## src/rtl/card_dealer.sv

```systemverilog
// Blackjack card dealer: draws rank nibbles from an LFSR, tracks a 52-card deck
// with 13 per-rank counters, and falls back to a deterministic scan after MAX_TRIES misses.

module card_dealer_rank (
  input  logic       clk,
  input  logic       reset,
  input  logic       refill,
  input  logic       take,
  output logic [2:0] count
);
  always_ff @(posedge clk) begin
    if (reset || refill) count <= 3'd4;
    else if (take)       count <= count - 3'd1;
  end
endmodule

module card_dealer #(
  parameter int MAX_TRIES = 32
) (
  input  logic       clk,
  input  logic       reset,
  input  logic [3:0] rnd_in,
  output logic       rnd_enable,
  input  logic       deal_req,
  input  logic       new_deck,
  output logic       card_valid,
  output logic [3:0] card_rank,
  output logic [3:0] card_points,
  output logic [5:0] cards_left,
  output logic       deck_empty,
  output logic       busy,
  output logic       deal_err
);
  localparam int NUM_RANKS = 13;

  typedef enum logic [1:0] {IDLE, DRAW, SCAN} state_t;

  state_t state_q, state_d;
  logic [7:0] tries_q, tries_d;
  logic [3:0] idx_q, idx_d;
  logic [NUM_RANKS-1:0][2:0] counts;
  logic [NUM_RANKS-1:0] take_vec;
  logic [15:0] avail;
  logic [3:0] cand, cand_pts;
  logic take, refill, valid_d, err_d;

  genvar g;
  generate
    for (g = 0; g < NUM_RANKS; g++) begin : g_rank
      assign take_vec[g] = take && (cand == 4'(g + 1));
      card_dealer_rank u_rank (
        .clk    (clk),
        .reset  (reset),
        .refill (refill),
        .take   (take_vec[g]),
        .count  (counts[g])
      );
    end
  endgenerate

  // avail is indexed by rank; entries 0, 14 and 15 are never dealable
  always_comb begin
    avail = '0;
    for (int i = 0; i < NUM_RANKS; i++) avail[i+1] = (counts[i] != 3'd0);
  end

  assign cand = (state_q == SCAN) ? idx_q : rnd_in;

  always_comb begin
    if (cand == 4'd1)      cand_pts = 4'd11;
    else if (cand > 4'd10) cand_pts = 4'd10;
    else                   cand_pts = cand;
  end

  always_comb begin
    state_d = state_q;
    tries_d = tries_q;
    idx_d   = idx_q;
    take    = 1'b0;
    refill  = 1'b0;
    valid_d = 1'b0;
    err_d   = 1'b0;
    unique case (state_q)
      IDLE: begin
        if (new_deck) refill = 1'b1;
        else if (deal_req) begin
          if (deck_empty) err_d = 1'b1;
          else begin
            tries_d = 8'd0;
            state_d = DRAW;
          end
        end
      end
      DRAW: begin
        if (new_deck) begin
          refill  = 1'b1;
          state_d = IDLE;
        end else if (avail[cand]) begin
          take    = 1'b1;
          valid_d = 1'b1;
          state_d = IDLE;
        end else if (tries_q == 8'(MAX_TRIES - 1)) begin
          idx_d   = 4'd1;
          state_d = SCAN;
        end else begin
          tries_d = tries_q + 8'd1;
        end
      end
      SCAN: begin
        if (new_deck) begin
          refill  = 1'b1;
          state_d = IDLE;
        end else if (avail[cand]) begin
          take    = 1'b1;
          valid_d = 1'b1;
          state_d = IDLE;
        end else begin
          idx_d = idx_q + 4'd1;
        end
      end
      default: state_d = IDLE;
    endcase
  end

  always_ff @(posedge clk) begin
    if (reset) begin
      state_q     <= IDLE;
      tries_q     <= 8'd0;
      idx_q       <= 4'd0;
      card_valid  <= 1'b0;
      deal_err    <= 1'b0;
      card_rank   <= 4'd0;
      card_points <= 4'd0;
      cards_left  <= 6'd52;
    end else begin
      state_q    <= state_d;
      tries_q    <= tries_d;
      idx_q      <= idx_d;
      card_valid <= valid_d;
      deal_err   <= err_d;
      if (take) begin
        card_rank   <= cand;
        card_points <= cand_pts;
      end
      if (refill)    cards_left <= 6'd52;
      else if (take) cards_left <= cards_left - 6'd1;
    end
  end

  assign rnd_enable = (state_q == DRAW);
  assign busy       = (state_q != IDLE);
  assign deck_empty = (cards_left == 6'd0);

endmodule

```

## config.mk

```make
export PLATFORM = sky130hd
export DESIGN_NAME = card_dealer
export DESIGN_NICKNAME = d
export VERILOG_FILES = /design/src/rtl/card_dealer.sv
export SDC_FILE = /design/constraint.sdc
export NUM_CORES = 1
export LEC_CHECK = 0
export ABC_AREA = 1
export CAP_MARGIN = 20
export CORE_MARGIN = 2
export CORE_UTILIZATION = 37
export DETAILED_ROUTE_END_ITERATION = 7
export PLACE_DENSITY = 0.52
export SYNTH_ARGS = -nofsm -noshare
export SYNTH_HDL_FRONTEND = slang
export SYNTH_SLANG_ARGS = --single-unit
```

## constraint.sdc

```tcl
create_clock -name clk -period 5.5 [get_ports clk]
set_clock_uncertainty 0.05 [all_clocks]
set_input_delay 0.55 -clock clk [delete_from_list [all_inputs] [get_ports clk]]
set_output_delay 0.55 -clock clk [all_outputs]
set_load 0.02 [all_outputs]
```

==> flow_summary.toml <==
[die]
io_pins = 27
die_h_um = 106.4
die_w_um = 106.4
rows = 37
core-area_sq_um = 10230
start_util_pct = 37.90
die_area_sq_um = 11310

[routing]
avgViaCountPerCell = 4.732
wl_per_cell_um = 11.94
drc = 0
ant_nets = 0
firstDrtPassIters = 6
routed_wl_um = 8610
drt-initial-drc-count = 148
num_vias = 3412

[synthesis]
netlist.area_leader.share_pct = 35.62
syn_area_per_cell_sq_um = 7.024
synth-main-ff-cell = "dfxtp_1"
yosys-top-cells-count = "nand2_1 (136), inv_1 (80), dfxtp_1 (69)"
synth_edf_count = 0
syn_nets = 594
synthCells = 552
netlist.top_cell.by_area = "dfxtp_1"
synth.distinct_cells = 32
synth_area_sq_um = 3877
synth-seq-cells = 69
yosysWarnings = 0
yosys-top-cells-area = "dfxtp_1 (36%), nand2_1 (13%), ha_1 (11%), inv_1 (7.7%), nand3_1 (7.0%)"
synth.most_common_cell = "nand2_1"
async_flop_share_pct = 0
yosysSeqAreaShare_pct = 35.62

[setup_path]
rr_startpoint = "state_q[0]"
arrival_ns = 3.17
cp_max_fo = 11
crit_chain = "inv_1 > ha_1 > o21ai_1 > inv_1 > nor2_1 > nand2_1 > nand2_2 > nor2_8 > nand2_1 > nand4_1 > a21oi_1 > nor2_1"
crit_type = "reg2reg"
crit_path_max_incr_delay_ns = 0.40
crit_required_ns = 5.70
rrSetupSlack_ns = 2.54
reg2reg_to = "tries_q[4]"
r2r_cells = 12
end_kind = "flop"
start_kind = "flop"
crit_path_top_delay_cell = "nor2_1"

[clocking]
clockBufferDepth = 2
h-tree-depth = 3
cts_buffers = 9
post_cts_buffers = 0
clkLatencyLatePin_ns = 0.35
cts.repair.resized = 0
cts_tree = "done"
cts_root_buffer = "clkbuf_8"
numClockSinks = 69
cts-hold-fix-buffers = 0
clk_pin_slew_ns = 0.08

[power]
p_clk_share_pct = 30.6
power_leakage_nw = 1.984
swShare_pct = 38.08
internal_power_mw = 1.042
power_frac_seq_pct = 33.9
power_density_nw_per_um2 = 371.6
irDropWorstVdd_mv = 0.1338
pwr-share-comb_pct = 35.4
p_switching_uw = 641.0

[worst_hold_path]
hp-start = "g_rank[0].u_rank.count[0]"
hold-path-endpoint = "g_rank[0].u_rank.count[0]"
hp-class = "reg2reg"
hold_depth = 1

[timing]
slew_headroom_pct = 46.84
worst_pin_slew_ns = 0.7949
post-route-period-util_pct = 53.90
post-route-min-period_ns = 2.964
timing.hold.ws_ns = 0.3991
finalMaxSlewViolations = 0
rsz0062_at_grt = "false"
max_freq_mhz = 337.4
setup_viol = 0
hold_viol_final = 0
setup-tns-final_ns = 0

[outcome]
status = "finished clean"

[global_route]
grt_pass1_wl_um = 14900
grt_pass1_vias = 3187
grt_max_degree = 33
overflow = 0
grt_use_total_pct = 16.68
antenna_found_initial = 0

[flow_run]
maxCapViolations = 0

[cells_and_area]
finalNetCount = 622
post-route-util_pct = 44.27
diodes = 0
area_delta_synth_final_pct = 16.81
drive_gt1_share_pct = 5.983

[place]
hpwl_um = 6339
gp_congestion = 0.7933
numPortBuffers = 26
-- metal layers --
layer / global-route usage, % / up-vias / share of wire [%]
li1: - / 1816 / -
met5: 0 / - / 0
met2: 26.28 / 46 / 45
met4: 7.425 / 0 / 2.4
met3: 3.188 / 16 / 2.8
met1: 22.13 / 1534 / 50
-- cells in the final DEF (no fill, tap or decap), types with 2 or more instances in the layout --
| cell | instances |
|---|---|
| nand2_1 | 136 |
| nor2_1 | 43 |
| ha_1 | 34 |
| nor2_4 | 3 |
| buf_4 | 3 |
| nor2_8 | 2 |
| o21ai_1 | 3 |
| nor3_1 | 6 |
| inv_2 | 3 |
| xor2_1 | 9 |
| inv_1 | 80 |
| xnor2_1 | 2 |
| dfxtp_1 | 69 |
| nand3_1 | 54 |
| nand2_2 | 5 |
| bufinv_16 | 3 |
| clkdlybuf4s50_1 | 26 |
| nand4_1 | 9 |
| clkbuf_8 | 10 |
| clkinv_2 | 2 |
| a21oi_1 | 52 |
| nand3b_1 | 6 |
| o21ai_0 | 13 |
-- power groups by stage --
stage	Clock (mW)	Combinational [mW]	Sequential (mW)
2_1_floorplan	0	0.411	0.600
3_3_place_gp	0	0.601	0.582
3_5_place_dp	0	0.600	0.583
4_1_cts	0.532	0.603	0.571
5_1_grt	0.548	0.678	0.577
6_report	0.516	0.596	0.571
-- cell families (layout without fill, tap and decap cells) --
kind of cell / after synthesis / after routing / share of synthesized area, %
AND/OR/NAND/NOR: 269 / 269 / 31.59
AO/OA/AOI/OAI: 72 / 72 / 9.584
flip-flops: 69 / 69 / 35.62
buffers and inverters: 97 / 130 / 9.745
XOR/XNOR: 11 / 11 / 2.485
adder cells (fa/ha/maj): 34 / 34 / 10.97
-- layout make-up --
class / count / area (sq um)
Clock inverter: 6 / 108.9
Fill cell: 1054 / 5702
Tap cell: 136 / 170.2
Inverter: 84 / 315.3
Timing Repair Buffer: 30 / 297.8
Sequential cell: 69 / 1381
Multi-Input combinational cell: 386 / 2118
Clock buffer: 10 / 137.6
-- state kept, by name, summed over array words and instances, names as in the netlist --
register	cells
card_valid	1
state_q	2
deal_err	1
tries_q	8
card_rank	4
g_rank.u_rank.count	39
card_points	4
idx_q	4
cards_left	6
-- per-stage QoR --
step	instances	worst slack [ns]	power, mW	cell area [sq um]
floorplan	552	3.204	1.010	3877
global placement	704	2.141	1.183	4268
detailed placement	704	2.156	1.183	4268
CTS	720	2.464	1.706	4514
global route	721	2.116	1.803	4529
finish	721	2.536	1.683	4529
-- worst max-delay path by stage --
stage	from	end	slack, ns	cells past startpoint
final	state_q[0]	tries_q[4]	2.54	12
after floorplan	state_q[0]	tries_q[0]	3.20	14
after global placement	reset	g_rank[0].u_rank.count[0]	2.14	7
after global routing	state_q[0]	tries_q[1]	2.12	12
after CTS	state_q[0]	tries_q[4]	2.46	12
after detailed placement	reset	g_rank[0].u_rank.count[0]	2.16	7
-- worst max-delay path, delay by kind of cell (launching register included) --
kind                       cells  cell delay [ns]
and+or+nand+nor                7             1.23
AOI/OAI and AO/OA              2             0.66
DFF                            1             0.39
adders and majority gates      1             0.30
buffers and inverters          2             0.22
Note: power is estimated with default switching activity, not from simulation.
